==> src/rtl/scan_decoder_pkg.sv <==
// Shared types and helpers for the scan_decoder block: FSM state encoding,
// mode constants and a one-hot helper sized for the widest supported select.
package scan_decoder_pkg;

   typedef enum logic [1:0] {
      IDLE  = 2'd0,
      DWELL = 2'd1,
      BLANK = 2'd2
   } state_e;

   localparam logic MODE_DIRECT = 1'b0;
   localparam logic MODE_SCAN   = 1'b1;

   // Callers cast the result down to their own 2^SEL_W output width.
   localparam int MAX_SEL_W = 8;
   localparam int MAX_OUT_W = 1 << MAX_SEL_W;

   function automatic logic [MAX_OUT_W-1:0] onehot(input logic [MAX_SEL_W-1:0] idx);
      onehot      = '0;
      onehot[idx] = 1'b1;
   endfunction

endpackage

==> src/rtl/dwell_timer.sv <==
// Loadable down-counter that times how long the scan holds each index.
// zero is taken from the registered count, so it is valid all cycle long.
module dwell_timer #(
   parameter int DWELL_W = 8
) (
   input  logic               clk,
   input  logic               rst_n,
   input  logic               load,
   input  logic [DWELL_W-1:0] value,
   input  logic               dec,
   output logic               zero
);

   logic [DWELL_W-1:0] count_q, count_d;

   always_comb begin
      count_d = count_q;
      if (load) begin
         count_d = value;
      end else if (dec && !zero) begin
         count_d = count_q - DWELL_W'(1);
      end
   end

   always_ff @(posedge clk or negedge rst_n) begin
      if (!rst_n) begin
         count_q <= '0;
      end else begin
         count_q <= count_d;
      end
   end

   assign zero = (count_q == '0);

endmodule

==> src/rtl/scan_decoder.sv <==
// Registered binary-to-one-hot decoder with a scan sequencer. Defining
// SCAN_DECODER_BLANK_EN inserts a one-cycle all-zero BLANK between indices.
module scan_decoder
   import scan_decoder_pkg::*;
#(
   parameter int SEL_W   = 3,
   parameter int DWELL_W = 8
) (
   input  logic                  clk,
   input  logic                  rst_n,
   input  logic                  en,
   input  logic                  mode,
   input  logic [SEL_W-1:0]      sel,
   input  logic                  start,
   input  logic [DWELL_W-1:0]    dwell,
   output logic [(1<<SEL_W)-1:0] dout,
   output logic [SEL_W-1:0]      idx,
   output logic                  busy,
   output logic                  wrap
);

   localparam int OUT_W = 1 << SEL_W;
   typedef logic [OUT_W-1:0] dout_t;

   state_e             state_q, state_d;
   logic [SEL_W-1:0]   idx_q, idx_d;
   dout_t              dout_q, dout_d;
   logic               busy_q, busy_d;
   logic               wrap_q, wrap_d;
   logic [DWELL_W-1:0] dwell_lat_q, dwell_lat_d;

   logic               timer_load;
   logic [DWELL_W-1:0] timer_value;
   logic               timer_dec;
   logic               timer_zero;

   logic               scan_ok;
   logic [SEL_W-1:0]   idx_next;
   dout_t              idle_dout;

   // Leaving scan mode or dropping en at any edge aborts to IDLE.
   assign scan_ok   = en && (mode == MODE_SCAN);
   assign idx_next  = idx_q + SEL_W'(1);
   assign idle_dout = (en && (mode == MODE_DIRECT)) ? dout_t'(onehot(MAX_SEL_W'(sel))) : '0;

   dwell_timer #(
      .DWELL_W(DWELL_W)
   ) u_dwell_timer (
      .clk  (clk),
      .rst_n(rst_n),
      .load (timer_load),
      .value(timer_value),
      .dec  (timer_dec),
      .zero (timer_zero)
   );

   always_ff @(posedge clk or negedge rst_n) begin
      if (!rst_n) begin
         state_q     <= IDLE;
         idx_q       <= '0;
         dout_q      <= '0;
         busy_q      <= 1'b0;
         wrap_q      <= 1'b0;
         dwell_lat_q <= '0;
      end else begin
         state_q     <= state_d;
         idx_q       <= idx_d;
         dout_q      <= dout_d;
         busy_q      <= busy_d;
         wrap_q      <= wrap_d;
         dwell_lat_q <= dwell_lat_d;
      end
   end

   always_comb begin
      state_d = state_q;
      case (state_q)
         IDLE: begin
            if (scan_ok && start) begin
               state_d = DWELL;
            end
         end
         DWELL: begin
            if (!scan_ok) begin
               state_d = IDLE;
            end
`ifdef SCAN_DECODER_BLANK_EN
            else if (timer_zero) begin
               state_d = BLANK;
            end
         end
         BLANK: begin
            state_d = scan_ok ? DWELL : IDLE;
`endif
         end
         default: state_d = IDLE;
      endcase
   end

   always_comb begin
      idx_d       = idx_q;
      dout_d      = dout_q;
      busy_d      = 1'b0;
      wrap_d      = 1'b0;
      dwell_lat_d = dwell_lat_q;
      timer_load  = 1'b0;
      timer_value = dwell_lat_q;
      timer_dec   = 1'b0;
      case (state_q)
         IDLE: begin
            dout_d = idle_dout;
            if (scan_ok && start) begin
               idx_d       = '0;
               dout_d      = dout_t'(onehot('0));
               busy_d      = 1'b1;
               dwell_lat_d = dwell;
               timer_load  = 1'b1;
               timer_value = dwell;
            end
         end
         DWELL: begin
            if (!scan_ok) begin
               dout_d = idle_dout;
            end else begin
               busy_d = 1'b1;
               if (!timer_zero) begin
                  timer_dec = 1'b1;
               end else begin
`ifdef SCAN_DECODER_BLANK_EN
                  dout_d = '0;
`else
                  idx_d      = idx_next;
                  dout_d     = dout_t'(onehot(MAX_SEL_W'(idx_next)));
                  timer_load = 1'b1;
                  wrap_d     = (idx_q == '1);
`endif
               end
            end
         end
`ifdef SCAN_DECODER_BLANK_EN
         BLANK: begin
            if (!scan_ok) begin
               dout_d = idle_dout;
            end else begin
               busy_d     = 1'b1;
               idx_d      = idx_next;
               dout_d     = dout_t'(onehot(MAX_SEL_W'(idx_next)));
               timer_load = 1'b1;
               wrap_d     = (idx_q == '1);
            end
         end
`endif
         default: dout_d = '0;
      endcase
   end

   assign dout = dout_q;
   assign idx  = idx_q;
   assign busy = busy_q;
   assign wrap = wrap_q;

endmodule

==> config.mk <==
export PLATFORM = sky130hd
export DESIGN_NAME = scan_decoder
export DESIGN_NICKNAME = d
export VERILOG_FILES = /design/src/rtl/scan_decoder_pkg.sv /design/src/rtl/dwell_timer.sv /design/src/rtl/scan_decoder.sv
export SDC_FILE = /design/constraint.sdc
export NUM_CORES = 1
export LEC_CHECK = 0
export CORE_MARGIN = 5
export CORE_UTILIZATION = 35
export DETAILED_ROUTE_END_ITERATION = 16
export PLACE_DENSITY = 0.57
export SYNTH_ARGS = -nofsm -noshare
export SYNTH_HDL_FRONTEND = slang
export SYNTH_HIERARCHICAL = 1
export SYNTH_SLANG_ARGS = --single-unit
export TNS_END_PERCENT = 30
==> constraint.sdc <==
create_clock -name clk -period 4.85 [get_ports clk]
set_input_delay 1.2125 -clock clk [delete_from_list [all_inputs] [get_ports clk]]
set_output_delay 1.2125 -clock clk [all_outputs]
set_load 0.005 [all_outputs]
# After elaboration in Yosys (flattened, before gate mapping)
# Index checks and enable logic that the tools add are counted.
[word_totals]
reg_bits = 31
output_inout_bits = 13
word_cells = 66
inputBits = 16
[classes]
mux = 32
n_eq_ne = 7
reduce_logical = 13
n_addsub = 2
bitwise_logic = 1
order_cmp = 4
[ops]
columns = ["cell", "count"]
rows = [
  ["two-way mux 8 bit", 8],
  ["less-than comparator 3 x 9 -> 1 bit (second input constant)", 2],
  ["one-hot mux 8 bit (2 select lines)", 1],
  ["two-way mux 1 bit", 12],
  ["two-way mux 3 bit", 3],
  ["logical NOT 8 bit", 1],
  ["!= test 2 bit (second input constant)", 4],
  ["subtractor 8 x 1 -> 8 bit (second input constant)", 1],
  ["demux 1 bit (select 3 bit)", 2],
  [">= comparator 3 x 1 -> 1 bit (second input constant)", 2],
  ["logical AND 1 bit", 6],
  ["one-hot mux 3 bit (2 select lines)", 1],
  ["two-way mux 2 bit", 2],
  ["one-hot mux 1 bit (2 select lines)", 2],
  ["one-hot mux 2 bit (2 select lines)", 1],
  ["AND reduction 4 bit", 1],
  ["nonzero test 2 bit", 2],
  ["adder 3 x 1 -> 3 bit (second input constant)", 1],
  ["== test 3 bit (second input constant)", 1],
  ["!= test 3 bit (second input constant)", 1],
  ["== test 2 x 1 -> 1 bit (second input constant)", 1],
  ["logical NOT 2 bit", 1],
  ["AND reduction 2 bit", 1],
  ["logical NOT 1 bit", 1],
  ["inverter 1 bit", 1],
]

# Longest topological paths before layout
# Gate-level depths: netlist (run 1).
[logic_depth]
ltp_word = 8
depth_mapped = 10
mapped_depth_nobuf = 9

# Modules after synthesis
# Netlist (run 1), hierarchy kept.
[by_module_without_submodules]
columns = ["mod", "seq_area_each_um2", "cells_per_inst", "area_per_inst_um2", "instances"]
rows = [
  ["scan_decoder", 550.5, 92, 1079.8, 1],
  ["dwell_timer", 200.2, 58, 528.0, 1],
]

# Worst setup path before layout (run 1)
# Ideal clock, no wire load.
[synth_timing]
path_kind = "input port to flip-flop"
start = "input mode"
end = "register u_dwell_timer.count_q[7]"
setup_slack_ns = 1.979
n_path_buf = 2
cell_stages = 7
arrival_time_ns = 2.745
setup_ns = 0.126
t_required_ns = 4.724
cell_sequence = "buf_4 nand4b_4 buf_6 inv_1 or3b_1 o311a_1 a221o_1"
[synth_via]
elab_chain_cells = 5
elab_cells_between_ends = 12
classes_between = "mux: 8; reduce/logical: 4"
[synth_lines]
columns = ["element", "line", "rtl"]
rows = [
  ["from (decl)", "scan_decoder.sv:12", "input logic mode,"],
  ["logical AND 1 bit", "scan_decoder.sv:42", "assign scan_ok = en && (mode == MODE_SCAN);"],
  ["two-way mux 1 bit", "scan_decoder.sv:122", "if (!scan_ok) begin"],
  ["two-way mux 1 bit", "scan_decoder.sv:109", "case (state_q)"],
  ["via timer_dec", "scan_decoder.sv:34", "logic timer_dec;"],
  ["logical AND 1 bit", "dwell_timer.sv:20", "end else if (dec && !zero) begin"],
  ["nonzero test 2 bit (no line)", "-", ""],
  ["to (signal assigned)", "dwell_timer.sv:29", "count_q <= count_d;"],
  ["to (decl)", "dwell_timer.sv:14", "logic [DWELL_W-1:0] count_q, count_d;"],
]
# The timed path passes the listed nets, and every way through them passes these cells.
# A chain may end at the register's enable or synchronous reset.

# Final worst setup path (run 1)
[layout_timing]
start = "input mode"
end = "register u_dwell_timer.count_q[3]"
# The elaborated chain is that of the path after synthesis.

==> summary.md, run 1 <==
| Metric | Value |
|---|---|
| # diodes | 0 |
| # setup viols final | 0 |
| Drt first pass iters | 4 |
| GR Overflow Total | 0 |
| Post-Syn Area per Cell | 10.7 um2 |
| Clk Latency, worst-skew pair | 0.28 ns |
| EDFF count, synth | 0 |
| Clock transition at path regs | 0.06 ns |
| Number of buffers and inverters on the critical path | 2 |
| H-tree levels | 2 |
| Final hold violations | 0 |
| Hold crit path type | flip-flop to flip-flop |
| FF-to-FF End | u_dwell_timer/count_q[7] |
| Global-route usage over all layers | 11.9% |
| Final worst-path cycle share | 68.7% |
| Measured slew at the worst slew-check pin | 0.608 ns |
| Cell variety after synth | 45 |
| LEAKAGE | 0.880 nW |
| Initial antenna violation count | 0 |
| Layout cells sized above 1 | 13.7% |
| WHS | 0.500 ns |
| Clk network pwr share | 29.6% |
| Post-Syn Nets | 171 |
| Crit-path cells | clkdlybuf4s50_1, nand4b_4, inv_1, or3b_1, or4_1, o221ai_1 |
| Synth Cell Area | 1610 um2 |
| Flop and latch count out of synthesis | 30 |
| Reg2Reg Depth | 10 |
| Final wirelength | 3.55 mm |
| Final TNS setup | 0 ns |
| Worst Hold Launch | dwell_lat_q[3] |
| Comb pwr share | 22.9% |
| Chip height | 77.8 um |
| Synth area leaders | dfrtp_1, mux2_2, nor2_1 |
| WL/cell | 15.2 um |
| Clk buf depth | 2 |
| Layout Nets | 202 |
| Sequential-to-total area share from yosys stat | 46.7% |
| CP max stage cell | clkdlybuf4s50_1 |
| Die Area | 6050 um2 |
| Most frequent cells in the layout | dfrtp_1, clkdlybuf4s50_1, nor2_1, a21oi_1, mux2_2 |
| Fin. max-slew vios | 0 |
| Worst path depth | 6 |
| R2R Setup Slk | 1.77 ns |
| Post-route clock skew | 0.00586 ns |
| Final WS setup | 1.52 ns |
| Slew Limit Headroom | 59.4% |
| Worst path max stage delay | 0.72 ns |
| CTS tree | yes |
| Fill count | 403 |
| Sw Share | 29.4% |
| Hold_buf cts | 0 |
| First-pass GRT wire length | 5.87 mm |
| Kind of critical path | primary input to flip-flop |
| Pint | 486 uW |
| Area growth syn-to-layout | 25.2% |
| Largest net degree at the start of global routing | 31 |
| DP Worst Slack | 1.22 ns |
| Synth Instances | 150 |
| First-iteration detailed-routing DRC count | 77 |
| Via count | 1322 |
| Final Non-Filler Cells | 234 |
| Seq pwr share | 47.4% |
| FFs w/ async S/R, synth | 100% |
| # rows | 24 |
| Number of cells on the worst hold path | 1 |
| I/O Buffers | 28 |
| Root buffer cell | clkbuf_8 |
| CP Capture Type | flip-flop |
| Gp weighted congestion | 0.791 |
| Num CTS Buffers | 5 |
| Vias in the first global route | 1304 |
| Post-DP HPWL | 2.56 mm |
| Remaining DRCs | 0 |
| Vias per cell | 5.65 |
| Pwr/cell area | 342 nW/um2 |
| CP top delay family | simple AND/OR/NAND/NOR gates |
| Post-route ant nets | 0 |
| Core Area | 4410 um2 |
| Outcome | completed |
| IO Pins | 29 |
| Final critical-path required period | 3.33 ns |
| RSZ-0062 raised after global routing | no |
| Synth top area share | 46.7% |
| Switching pwr | 202 uW |
| Placed insts | 226 |
| Worst endpoint required time | 5.05 ns |
| Post-synth top flop | dfrtp_1 |
| Final core utilization | 45.6% |
| # Post-CTS Setup Buffers | 0 |
| Max Fclk | 300 MHz |
| Yosys Warn Count | 6 |
| Max Cap Viol | 0 |
| Reg2reg start | u_dwell_timer/count_q[0] |
| Crit start category | primary input |
| Die Width | 77.8 um |
| Arrival time worst endpoint | 3.53 ns |
| Worst vdd ir | 199 uV |
| Worst-path fanout max | 17 |
| Worst Hold Path EP | dwell_lat_q[3] |
| Clk sink count | 30 |
| Largest area contributor in the netlist | dfrtp_1 |
| Starting Density | 36.4% |
| Post_cts resized | 0 |
| Commonest non-fill, non-tap cell in the layout | dfrtp_1 |
[worst max-delay path by stage]
stage	end	start
final	u_dwell_timer/count_q[3]	mode
after CTS	u_dwell_timer/count_q[3]	mode
after detailed placement	u_dwell_timer/count_q[3]	mode
after global placement	u_dwell_timer/count_q[7]	mode
after global routing	u_dwell_timer/count_q[7]	mode
after floorplan	u_dwell_timer/count_q[7]	mode
[synth_stat cells, types with 2 or more instances]
| library cell | n |
|---|---|
| a21oi_1 | 10 |
| a221o_1 | 2 |
| a22oi_1 | 3 |
| a31oi_1 | 3 |
| a32oi_1 | 4 |
| and4_2 | 2 |
| buf_4 | 2 |
| buf_6 | 2 |
| dfrtp_1 | 30 |
| ha_1 | 5 |
| inv_1 | 3 |
| mux2_2 | 8 |
| nand2_1 | 6 |
| nand3_1 | 3 |
| nand4_1 | 4 |
| nand4b_4 | 2 |
| nor2_1 | 19 |
| nor2b_1 | 4 |
| nor3_1 | 3 |
| nor3b_1 | 3 |
| o21ai_0 | 6 |
| or4_1 | 3 |
[cell families (layout without fill, tap and decap cells)]
| kind of cell | count (synthesis) | after routing | synth area share, % |
|---|---|---|---|
| muxes | 9 | 9 | 6.23 |
| and+or+nand+nor | 58 | 58 | 23.0 |
| AOI/OAI and AO/OA | 38 | 38 | 16.4 |
| adders and majority gates | 5 | 5 | 3.89 |
| DFF | 30 | 30 | 46.7 |
| buffers and inverters | 10 | 42 | 3.81 |
[area by class of cell]
| class | count | area [um2] | share of cell area [%] |
|---|---|---|---|
| timing repair buffer | 30 | 295 | 14.7 |
| multi-input combinational | 110 | 796 | 39.5 |
| clock buffer | 7 | 86.3 | 4.29 |
| clock inverter | 1 | 5.00 | 0.249 |
| sequential | 30 | 751 | 37.3 |
| inverter | 4 | 15.0 | 0.746 |
| tap | 52 | 65.1 | 3.23 |
[through the flow]
stage	power (mW)	area, um2
4_1_cts	0.698	2010
3_3_place_gp	0.480	1920
6_report	0.688	2010
5_1_grt	0.732	2010
2_1_floorplan	0.434	1610
3_5_place_dp	0.487	1920
[power by group through the flow]
stage | logic (mW) | registers [mW] | clock network [mW]
2_1_floorplan | 0.114 | 0.320 | 0
3_3_place_gp | 0.154 | 0.326 | 0
3_5_place_dp | 0.158 | 0.329 | 0
4_1_cts | 0.159 | 0.325 | 0.214
5_1_grt | 0.179 | 0.331 | 0.222
6_report | 0.158 | 0.326 | 0.204
[sequential cells by signal (all words and copies together), names as in the netlist]
| register | cells |
|---|---|
| dout | 8 |
| dwell_lat_q | 8 |
| u_dwell_timer/count_q | 8 |
| idx | 3 |
| busy | 1 |
| state_q | 1 |
| wrap | 1 |
[metal layers]
metal  up-vias  track usage (%)  wire length [um]
li1        631                -                 -
met1       641             14.0              1560
met2        44             19.8              1730
met3         6             2.78               193
met4         0             6.70                66
met5         -                0                 0
Power figures use the tool's default switching activity.
==> inputs of run 2 (changes only) <==
--- a/config.mk
+++ b/config.mk
@@ -8,7 +8,7 @@
 export CORE_MARGIN = 5
 export CORE_UTILIZATION = 35
 export DETAILED_ROUTE_END_ITERATION = 16
-export PLACE_DENSITY = 0.57
+export PLACE_DENSITY = 0.59
 export SYNTH_ARGS = -nofsm -noshare
 export SYNTH_HDL_FRONTEND = slang
 export SYNTH_HIERARCHICAL = 1
==> constraint.sdc (replaced) <==
create_clock -name clk -period 2.8 [get_ports clk]
set_input_delay 0.7 -clock clk [delete_from_list [all_inputs] [get_ports clk]]
set_output_delay 0.7 -clock clk [all_outputs]
set_load 0.005 [all_outputs]
==> summary.md, run 2 (synthesized netlist as in run 1, its figures left out) <==
| Metric | Value |
|---|---|
| Final critical-path required period | 2.50 ns |
| WL/cell | 14.7 um (was 15.2 um) |
| Fin. max-slew vios | 0 (unchanged) |
| R2R Setup Slk | 0.30 ns (was 1.77 ns) |
| Remaining DRCs | 0 (unchanged) |
| Global-route usage over all layers | 12.2% (was 11.9%) |
| Area growth syn-to-layout | 28.2% (was 25.2%) |
| Post-placement cell area | 1970 um2 (was 1920 um2) |
| DP Worst Slack | 0.219 ns (was 1.22 ns) |
| Core Area | 4410 um2 (unchanged) |
| Max Cap Viol | 0 (unchanged) |
| Worst endpoint required time | 2.96 ns (was 5.05 ns) |
| Chip height | 77.8 um (unchanged) |
| CP max stage cell | or3b_2 (was clkdlybuf4s50_1) |
| Initial antenna violation count | 0 (unchanged) |
| WL met3 | 226 um (was 193 um) |
| Hold crit path type | flip-flop to flip-flop (unchanged) |
| Final hold violations | 0 (unchanged) |
| Seq pwr share | 47.1% (was 47.4%) |
| Post-Layout Inst Area | 2060 um2 (was 2010 um2) |
| Reg2reg start | u_dwell_timer/count_q[0] (unchanged) |
| CP Capture Type | flip-flop (unchanged) |
| Slew Limit Headroom | 56.8% (was 59.4%) |
| Starting Density | 36.4% (unchanged) |
| Final TNS setup | 0 ns (unchanged) |
| Commonest non-fill, non-tap cell in the layout | dfrtp_1 (unchanged) |
| Vias in the first global route | 1332 (was 1304) |
| Post_cts resized | 0 (unchanged) |
| Layout Nets | 208 (was 202) |
| FF-to-FF End | u_dwell_timer/count_q[7] (unchanged) |
| Max Fclk | 400 MHz |
| Number of cells on the worst hold path | 1 (unchanged) |
| Die Area | 6050 um2 (unchanged) |
| # setup viols final | 0 (unchanged) |
| Final worst-path cycle share | 89.2% |
| Switching pwr | 354 uW (was 202 uW) |
| Measured slew at the worst slew-check pin | 0.646 ns (was 0.608 ns) |
| First-pass GRT wire length | 6.04 mm (was 5.87 mm) |
| H-tree levels | 2 (unchanged) |
| Clk buf depth | 2 (unchanged) |
| Arrival time worst endpoint | 2.66 ns (was 3.53 ns) |
| First-iteration detailed-routing DRC count | 58 (was 77) |
| Clock transition at path regs | 0.06 ns (about the same) |
| Number of buffers and inverters on the critical path | 2 (unchanged) |
| LEAKAGE | 0.908 nW (was 0.880 nW) |
| Clk network pwr share | 29.2% (was 29.6%) |
| Post-DP HPWL | 2.63 mm (was 2.56 mm) |
| # diodes | 0 (unchanged) |
| Most frequent cells in the layout | dfrtp_1, clkdlybuf4s50_1, nor2_1, a21oi_1 (was dfrtp_1, clkdlybuf4s50_1, nor2_1, a21oi_1, mux2_2) |
| Drt first pass iters | 4 (unchanged) |
| I/O Buffers | 28 (unchanged) |
| Largest net degree at the start of global routing | 31 (unchanged) |
| Pint | 847 uW (was 486 uW) |
| # Post-CTS Setup Buffers | 0 (unchanged) |
| Worst-path fanout max | 6 (was 17) |
| Crit-path cells | inv_1, ha_1, or3b_2, nor2_2, mux2i_1, nor2_1, clkinv_1, o311a_1, a221o_1 (was clkdlybuf4s50_1, nand4b_4, inv_1, or3b_1, or4_1, o221ai_1) |
| Vias per cell | 5.52 (was 5.65) |
| IO Pins | 29 (unchanged) |
| Root buffer cell | clkbuf_8 (unchanged) |
| Outcome | completed (unchanged) |
| Met1 Wirelength | 1.54 mm (was 1.56 mm) |
| Pwr Total | 1.20 mW (was 688 uW) |
| RSZ-0062 raised after global routing | no (unchanged) |
| Comb pwr share | 23.7% (was 22.9%) |
| Worst Hold Launch | dwell_lat_q[6] (was dwell_lat_q[3]) |
| Crit start category | flip-flop (was primary input) |
| Reg2Reg Depth | 9 (was 10) |
| CTS tree | yes (unchanged) |
| Gp weighted congestion | 0.947 (was 0.791) |
| Final WS setup | 0.303 ns (was 1.52 ns) |
| Num CTS Buffers | 5 (unchanged) |
| Worst Hold Path EP | dwell_lat_q[6] (was dwell_lat_q[3]) |
| Layout cells sized above 1 | 17.0% (was 13.7%) |
| Hold_buf cts | 0 (unchanged) |
| Sw Share | 29.5% (was 29.4%) |
| Die Width | 77.8 um (unchanged) |
| Via count | 1324 (was 1322) |
| Post-route ant nets | 0 (unchanged) |
| GR Overflow Total | 0 (unchanged) |
| Metal2 WL | 1.75 mm (was 1.73 mm) |
| Clk Latency, worst-skew pair | 0.28 ns (about the same) |
| Final wirelength | 3.54 mm (was 3.55 mm) |
| Worst vdd ir | 316 uV (was 199 uV) |
| Kind of critical path | flip-flop to flip-flop (was primary input to flip-flop) |
| Clk sink count | 30 (unchanged) |
| # rows | 24 (unchanged) |
| Post-route clock skew | 0.00556 ns (was 0.00586 ns) |
| Pwr/cell area | 583 nW/um2 (was 342 nW/um2) |
| Worst path max stage delay | 0.50 ns (was 0.72 ns) |
| CP top delay family | simple AND/OR/NAND/NOR gates (unchanged) |
| Highest metal used | met4 (unchanged) |
==> run 2: cell count changes in the layout (fill, tap and decap cells not counted), sizes merged <==
cell and delta:
buf +6
==> run 2: per-stage QoR <==
stage	std cells	hold WS, ns	utilization, %
floorplan	150	0.404	-
detailed placement	232	0.487	44.6
global placement	232	0.482	44.6
CTS	240	0.501	46.6
global route	240	0.508	46.7
finish	240	0.496	46.7
==> run 2: worst max-delay path by stage <==
stage / from / endpoint / slack [ns] / cells past startpoint
after global routing: u_dwell_timer/count_q[0] / u_dwell_timer/count_q[5] / 0.08 / 9
after detailed placement: mode / u_dwell_timer/count_q[7] / 0.22 / 6
after global placement: mode / u_dwell_timer/count_q[7] / 0.25 / 6
after floorplan: u_dwell_timer/count_q[0] / u_dwell_timer/count_q[7] / 0.26 / 9
final: u_dwell_timer/count_q[0] / u_dwell_timer/count_q[7] / 0.30 / 9
after CTS: u_dwell_timer/count_q[0] / u_dwell_timer/count_q[5] / 0.24 / 9
==> run 2: power groups by stage <==
stage / Clock, mW / Combinational [mW] / Sequential (mW)
floorplan: 0 / 0.198 / 0.554
global placement: 0 / 0.271 / 0.568
detailed placement: 0 / 0.282 / 0.571
CTS: 0.367 / 0.285 / 0.564
global route: 0.384 / 0.317 / 0.575
finish: 0.351 / 0.284 / 0.566
==> run 2: worst register-to-register path: cells and delay by family (launching register included) <==
family                     cells  cell delay [ns]
adders and majority gates      1             0.20
muxes                          1             0.16
and+or+nand+nor                3             0.87
buffers and inverters          2             0.32
AOI/OAI and AO/OA              2             0.44
DFF                            1             0.40
==> run 2: per-layer routing <==
metal	vias to the layer above	global-route usage [%]
li1	645	-
met1	634	14.3
met2	41	20.0
met3	4	4.75
met4	0	4.64
met5	-	0
==> run 2: layout make-up <==
cell class | count | area, um2
repair buffers | 36 | 340
multi-input cells | 110 | 798
clock inverters | 1 | 5.00
inverters | 4 | 15.0
fillers | 414 | 2350
well taps | 52 | 65.1
flip-flops and latches | 30 | 751
clock buffers | 7 | 86.3
